--- config.mk ---
export PLATFORM = sky130hd
export DESIGN_NAME = scan_responder
export DESIGN_NICKNAME = d
export VERILOG_FILES = /design/src/rtl/scan_responder.sv
export SDC_FILE = /design/constraint.sdc
export NUM_CORES = 1
export LEC_CHECK = 0
export ABC_CLOCK_PERIOD_IN_PS = 2100
export CORE_MARGIN = 1.5
export CORE_UTILIZATION = 30
export DETAILED_ROUTE_END_ITERATION = 8
export GPL_TIMING_DRIVEN = 1
export HOLD_SLACK_MARGIN = 0.06
export PLACE_DENSITY = 0.47
export SYNTH_ARGS = -nofsm -noshare
export SYNTH_HDL_FRONTEND = slang
export SYNTH_SLANG_ARGS = --single-unit
--- constraint.sdc ---
create_clock -name clk -period 2.1 [get_ports clk]
set_input_delay 0.315 -clock clk [delete_from_list [all_inputs] [get_ports clk]]
set_output_delay 0.315 -clock clk [all_outputs]
set_load 0.02 [all_outputs]
--- src/rtl/scan_responder.sv ---
// ============================================================================
//  Module      : scan_responder
//  Description : Chip-side JTAG-style TAP; tck is oversampled on clk and its
//                edges drive a 16-state TAP with PINS/IDCODE/BYPASS registers.
//  Revision    : 1.0 - initial release
// ============================================================================
`default_nettype none

module scan_responder #(
    parameter logic [15:0] IDCODE      = 16'hA5C3,
    parameter int          SYNC_STAGES = 2
) (
    input  logic       clk,
    input  logic       reset,
    input  logic       tck,
    input  logic       tms,
    input  logic       tdi,
    input  logic [7:0] i_pins,
    output logic [7:0] o_pins,
    output logic       tdo,
    output logic       rtck
);

    localparam logic [1:0] c_IR_PINS   = 2'b00;
    localparam logic [1:0] c_IR_IDCODE = 2'b01;

    typedef enum logic [3:0] {
        S_TLR, S_RTI,
        S_SEL_DR, S_CAP_DR, S_SHIFT_DR, S_EXIT1_DR, S_PAUSE_DR, S_EXIT2_DR, S_UPD_DR,
        S_SEL_IR, S_CAP_IR, S_SHIFT_IR, S_EXIT1_IR, S_PAUSE_IR, S_EXIT2_IR, S_UPD_IR
    } tap_state_t;

    logic [SYNC_STAGES-1:0] r_tck_sync;
    logic [SYNC_STAGES-1:0] r_tms_sync;
    logic [SYNC_STAGES-1:0] r_tdi_sync;
    logic                   r_tck_d;
    tap_state_t             r_state;
    logic [1:0]             r_ir;
    logic [1:0]             r_ir_sr;
    logic [15:0]            r_dr;
    logic [7:0]             r_pins;
    logic                   r_tdo;

    logic w_tck_s, w_tms_s, w_tdi_s, w_rise, w_fall;

    assign w_tck_s = r_tck_sync[SYNC_STAGES-1];
    assign w_tms_s = r_tms_sync[SYNC_STAGES-1];
    assign w_tdi_s = r_tdi_sync[SYNC_STAGES-1];
    assign w_rise  = w_tck_s & ~r_tck_d;
    assign w_fall  = ~w_tck_s & r_tck_d;

    function automatic tap_state_t tap_next(input tap_state_t s, input logic t);
        case (s)
            S_TLR:      tap_next = t ? S_TLR      : S_RTI;
            S_RTI:      tap_next = t ? S_SEL_DR   : S_RTI;
            S_SEL_DR:   tap_next = t ? S_SEL_IR   : S_CAP_DR;
            S_CAP_DR:   tap_next = t ? S_EXIT1_DR : S_SHIFT_DR;
            S_SHIFT_DR: tap_next = t ? S_EXIT1_DR : S_SHIFT_DR;
            S_EXIT1_DR: tap_next = t ? S_UPD_DR   : S_PAUSE_DR;
            S_PAUSE_DR: tap_next = t ? S_EXIT2_DR : S_PAUSE_DR;
            S_EXIT2_DR: tap_next = t ? S_UPD_DR   : S_SHIFT_DR;
            S_UPD_DR:   tap_next = t ? S_SEL_DR   : S_RTI;
            S_SEL_IR:   tap_next = t ? S_TLR      : S_CAP_IR;
            S_CAP_IR:   tap_next = t ? S_EXIT1_IR : S_SHIFT_IR;
            S_SHIFT_IR: tap_next = t ? S_EXIT1_IR : S_SHIFT_IR;
            S_EXIT1_IR: tap_next = t ? S_UPD_IR   : S_PAUSE_IR;
            S_PAUSE_IR: tap_next = t ? S_EXIT2_IR : S_PAUSE_IR;
            S_EXIT2_IR: tap_next = t ? S_UPD_IR   : S_SHIFT_IR;
            S_UPD_IR:   tap_next = t ? S_SEL_DR   : S_RTI;
            default:    tap_next = S_TLR;
        endcase
    endfunction

    always_ff @(posedge clk) begin
        if (reset) begin
            r_tck_sync <= '0;
            r_tms_sync <= '0;
            r_tdi_sync <= '0;
            r_tck_d    <= 1'b0;
            r_state    <= S_TLR;
            r_ir       <= c_IR_IDCODE;
            r_ir_sr    <= 2'b00;
            r_dr       <= 16'h0000;
            r_pins     <= 8'h00;
            r_tdo      <= 1'b0;
        end else begin
            r_tck_sync <= {r_tck_sync[SYNC_STAGES-2:0], tck};
            r_tms_sync <= {r_tms_sync[SYNC_STAGES-2:0], tms};
            r_tdi_sync <= {r_tdi_sync[SYNC_STAGES-2:0], tdi};
            r_tck_d    <= w_tck_s;

            // Register loads/shifts are keyed on the state before the transition
            if (w_rise) begin
                case (r_state)
                    S_CAP_DR: begin
                        if (r_ir == c_IR_PINS)
                            r_dr[7:0] <= i_pins;
                        else if (r_ir == c_IR_IDCODE)
                            r_dr <= IDCODE;
                        else
                            r_dr[0] <= 1'b0;
                    end
                    S_SHIFT_DR: begin
                        if (r_ir == c_IR_PINS)
                            r_dr[7:0] <= {w_tdi_s, r_dr[7:1]};
                        else if (r_ir == c_IR_IDCODE)
                            r_dr <= {w_tdi_s, r_dr[15:1]};
                        else
                            r_dr[0] <= w_tdi_s;
                    end
                    S_CAP_IR:   r_ir_sr <= 2'b01;
                    S_SHIFT_IR: r_ir_sr <= {w_tdi_s, r_ir_sr[1]};
                    default: ;
                endcase
                r_state <= tap_next(r_state, w_tms_s);
            end

            if (w_fall) begin
                case (r_state)
                    S_SHIFT_DR: r_tdo <= r_dr[0];
                    S_SHIFT_IR: r_tdo <= r_ir_sr[0];
                    default:    r_tdo <= 1'b0;
                endcase
                case (r_state)
                    S_UPD_DR: if (r_ir == c_IR_PINS) r_pins <= r_dr[7:0];
                    S_UPD_IR: r_ir <= r_ir_sr;
                    S_TLR:    r_ir <= c_IR_IDCODE;
                    default: ;
                endcase
            end
        end
    end

    assign o_pins = r_pins;
    assign tdo    = r_tdo;
    assign rtck   = r_tck_d;

endmodule

`default_nettype wire

== Word-level counts from Yosys, hierarchy flattened ==
Index checks and enable logic that the tools add are counted.
Word-level totals
  register bits: 40
  bits in latches: 0
  RAM bits: 0
  bits in read-only memories: 0
  input port bits: 13
  memories kept: 0
Cells by class
  add/sub/neg operators: 0
  multipliers: 0
  div/mod/pow operators: 0
  magnitude comparators: 0
  equality and inequality tests: 22
  shift operators: 0
  muxes and demuxes: 25
  bitwise operators: 4
  reduce and logical (&&, ||, !) cells: 14
Operators with widths (number)
  4-bit one-hot mux with 12 select lines: 1
  4-bit equality test (second input constant): 8
  8-bit two-way mux: 4
  16-bit one-hot mux with 2 select lines: 1
  15-bit two-way mux: 2
  4-bit by 3-bit equality test with 1-bit output (second input constant): 4
  4-bit two-way mux: 4
  4-bit by 2-bit equality test with 1-bit output (second input constant): 2
  2-bit != test (second input constant): 4
  2-bit one-hot mux with 2 select lines: 2
  2-bit two-way mux: 3
  3-bit two-way mux: 2
  3-bit != test (second input constant): 2
  2-bit AND reduction: 3
  6-bit AND reduction: 1
  2-bit nonzero test: 3
  1-bit two-way mux: 5
  4-bit by 1-bit equality test with 1-bit output (second input constant): 1
  4-bit zero test: 1
  4-bit AND reduction: 1
  2-bit OR reduction: 2
  3-bit AND reduction: 1
  3-bit OR reduction: 1
  1-bit AND: 2
  4 further kinds: 5

== Depth between registers and ports, before layout ==
  word-level depth: 4
  gate-level depth with buffers: 6
  depth with buffers taken out: 4

== Least setup slack after synthesis ==
OpenSTA, ideal clock, no wires.
  kind: register -> register
  start: register r_state[2]
  end: register r_dr[2]
  library setup time: 0.088 ns
  arrival time: 1.647 ns
  required time: 2.012 ns
  setup slack: 0.365 ns
  cell stages (with the launch flop): 7
  period minus slack after synthesis: 1.735 ns
  cells stage by stage: dfxtp_1 buf_4 or3b_4 a2111oi_4 buf_6 nor2_1 a311oi_2
On the way
  word-level cells in the longest chain between the ends: 3
  elaborated cells on any way between the ends: 7
  those cells by class: 4 x eq/ne; 1 x mux; 2 x reduce/logical
RTL lines
  from (decl): line 37  | tap_state_t r_state;
  from (signal assigned): line 115  | r_state <= tap_next(r_state, w_tms_s);
  4-bit by 2-bit equality test with 1-bit output / 4-bit by 3-bit equality test with 1-bit output (equally long branches): line 94  | case (r_state)
  3-bit != test (no line) / 2-bit nonzero test (equally long branches)
  4-bit AND reduction (no line)
  to (signal assigned): line 97  | r_dr[7:0] <= i_pins;
  to (signal assigned): line 105  | r_dr[7:0] <= {w_tdi_s, r_dr[7:1]};
  to (signal assigned): line 107  | r_dr <= {w_tdi_s, r_dr[15:1]};
  to (decl): line 40  | logic [15:0] r_dr;
Several ways; a longest one is shown, not always the timed one.
A chain may end at the register's enable or synchronous reset.

== Final worst setup path ==
  start: register r_state[0]
  end: register r_dr[5]
Same word-level chain as after synthesis.

==> results.md <==
- Hold crit path type: reg -> reg
- Die H: 82.8 um
- Final worst-path cycle share: 83.2%
- Post-layout util: 38.9%
- Crit end category: flop
- Multi-input gate area: 0.00102 mm^2
- Setup TNS: 0 ns
- Vias in the first global route: 1,378
- Depth of the CTS H-tree: 2
- Clock Skew: 0.00992 ns
- CTS tree: built
- Residual DRC: 0
- Worst slew pin tran: 0.413 ns
- Die area: 0.00685 mm^2
- Top cells by count, synth: 40 x dfxtp_1, 33 x nor2_1, 16 x nand2b_1, 12 x clkbuf_1, 12 x mux2i_1
- Fill cells: 643
- Number of diodes: 0
- CTS Hold Bufs: 0
- WL final: 4050 um
- Synth Net Count: 230
- Total global-route track usage: 12.9%
- Cell Count Post-Placement: 309
- CP max stage cell: or3b_4
- Largest net degree at the start of global routing: 33
- Clk_lat worst skew: 0.29 ns
- Ys flop type: dfxtp_1
- Yosys cell types: 36
- Post-DRT Antenna Nets: 0
- Yosys top cell by area: dfxtp_1
- Peak VDD IR: 0.312 mV
- Root Buffer: clkbuf_8
- FMAX: 0.573 GHz
- Tmin final: 1.75 ns
- Antenna violations before repair: 0
- Result of the run: finished, final reports clean
- Maxcap violations: 0
- Sequential-to-total area share from yosys stat: 41.9%
- Final Slew Violations: 0
- Resized cells post-CTS: 0
- Yosys top cell area share: 41.9%
- Bufs and invs on worst path: 1
- Post-synth EDFFs: 0
- Post-synthesis async set-or-reset flop share: 0%
- Num CTS Buffers: 5
- Clk buf depth: 2
- Avg Cell Area, Syn: 8.80 um^2
- Ports: 23
- Netlist Area Pre-Place: 0.00191 mm^2
- Pre-CTS setup slack: 0.352 ns
- GRT overflow: 0
- Drt first pass iters: 4
- Initial Util: 31.7%
- Average wire per standard cell: 12.8 um
- CP peak stage delay: 0.46 ns
- Layout Area Growth over Synthesis: 22.9%
- Clock transition at path regs: 0.08 ns
- # Post-CTS Setup Buffers: 0
- Worst Path Required: 2.31 ns
- # rows: 28
- Final Hold Viols: 0
- Crit path kind: reg -> reg
- Drt initial violations: 75
- Port Buffers: 22
- FF/Latch Area: 801 um^2
- Via/cell ratio: 4.88
- Worst-path fanout max: 14
- Setup Viol. Count Final: 0
- Non-Filler Instances: 317
- Synth Warn #: 0
- Vias: 1,548
- CP Data Arrival Time: 1.96 ns
- Slew headroom: 72.4%
- Nets: 254
- Pwr/cell area: 597 mW/mm^2
- Leakage power total: 0.000820 uW
- CP Launch Type: flop
- CP cell instances: or3b_4, a2111oi_4, buf_4, nor2_1, a311oi_2
- Count leader, synth: dfxtp_1
- Delay-heaviest family, CP: simple AND/OR/NAND/NOR gates
- Final Wtd Congestion: 0.770
- CTS sink cnt: 40
- Die Span X: 82.8 um
- Unrepaired setup endpoints after global routing: false
- DP HPWL: 2750 um
- Setup ws final: 0.354 ns
- Layout cells sized above 1: 12.4%
- Core box area: 0.00603 mm^2
- Global-route wire length before repair: 6620 um
- Synth area leaders: dfxtp_1 42%, nor2_1 6.5%, mux2i_1 6.3%, nand2b_1 5.2%, nor2b_1 2.9%
- Yosys reg bits: 40
- Post-Syn Instances: 217
worst paths after layout:
check / from / to / slack (ns) / cells past startpoint
min: r_tdi_sync[0]$_SDFF_PP0_ / r_tdi_sync[1]$_SDFF_PP0_ / 0.44 / 1
max: r_state[0]$_SDFFE_PP0P_ / r_dr[5]$_SDFFE_PP0P_ / 0.35 / 5
max reg2reg: r_state[0]$_SDFFE_PP0P_ / r_dr[5]$_SDFFE_PP0P_ / 0.35 / 5
min reg2reg: r_tdi_sync[0]$_SDFF_PP0_ / r_tdi_sync[1]$_SDFF_PP0_ / 0.44 / 1
layout by cell type (no fill, tap or decap), types with 6 or more instances in the layout:
cell,synthesis,routed
clkbuf_8,0,6
buf_4,1,12
dfxtp_1,40,40
clkdlybuf4s50_1,0,22
a21oi_1,11,11
mux2i_1,12,12
nand3_1,11,11
nor2b_1,9,9
nand2_1,11,11
a211oi_1,6,6
nor2_1,33,33
nand2b_1,16,16
area by class of cell:
class | instances | share of cell area (%)
multi-input combinational | 156 | 43.3
inverter | 3 | 0.480
sequential | 40 | 34.1
clock buffer | 7 | 3.68
clock inverter | 1 | 0.320
tap | 75 | 4.00
timing repair buffer | 35 | 14.1
cells by family after synthesis:
| kind of cell | after synthesis | share of synthesized area, % |
|---|---|---|
| and+or+nand+nor | 101 | 27.6 |
| AOI/OAI and AO/OA | 42 | 18.5 |
| DFF | 40 | 41.9 |
| buffers and inverters | 21 | 5.18 |
| xor gates and xnor gates | 1 | 0.459 |
| muxes | 12 | 6.29 |
per-layer routing:
| layer | GRT usage [%] | up-vias | routed length (um) |
|---|---|---|---|
| li1 | - | 815 | - |
| met2 | 18.4 | 25 | 1740 |
| met5 | 0 | - | 0 |
| met4 | 4.67 | 0 | 40 |
| met3 | 3.72 | 5 | 163 |
| met1 | 18.2 | 703 | 2110 |
stage by stage:
step	instance area (um^2)	hold slack, ns	total power [uW]
2_1_floorplan	1910	0.414	829
3_3_place_gp	2250	0.416	871
3_5_place_dp	2250	0.427	870
4_1_cts	2350	0.447	1410
5_1_grt	2350	0.463	1460
6_report	2350	0.442	1400
state kept, by name (all words and copies together), names as in the netlist:
name,flops
r_dr,16
r_ir_sr,2
r_ir,2
r_tms_sync,2
rtck,1
r_tck_sync,2
o_pins,8
r_state,4
r_tdi_sync,2
tdo,1
power breakdown:
| part | switching [uW] | internal [uW] |
|---|---|---|
| Clock | 281 | 267 |
| Sequential | 7.98 | 765 |
| Combinational | 37.0 | 41.7 |
| Total | 326 | 1070 |
Note: power is estimated with default switching activity, not from simulation.
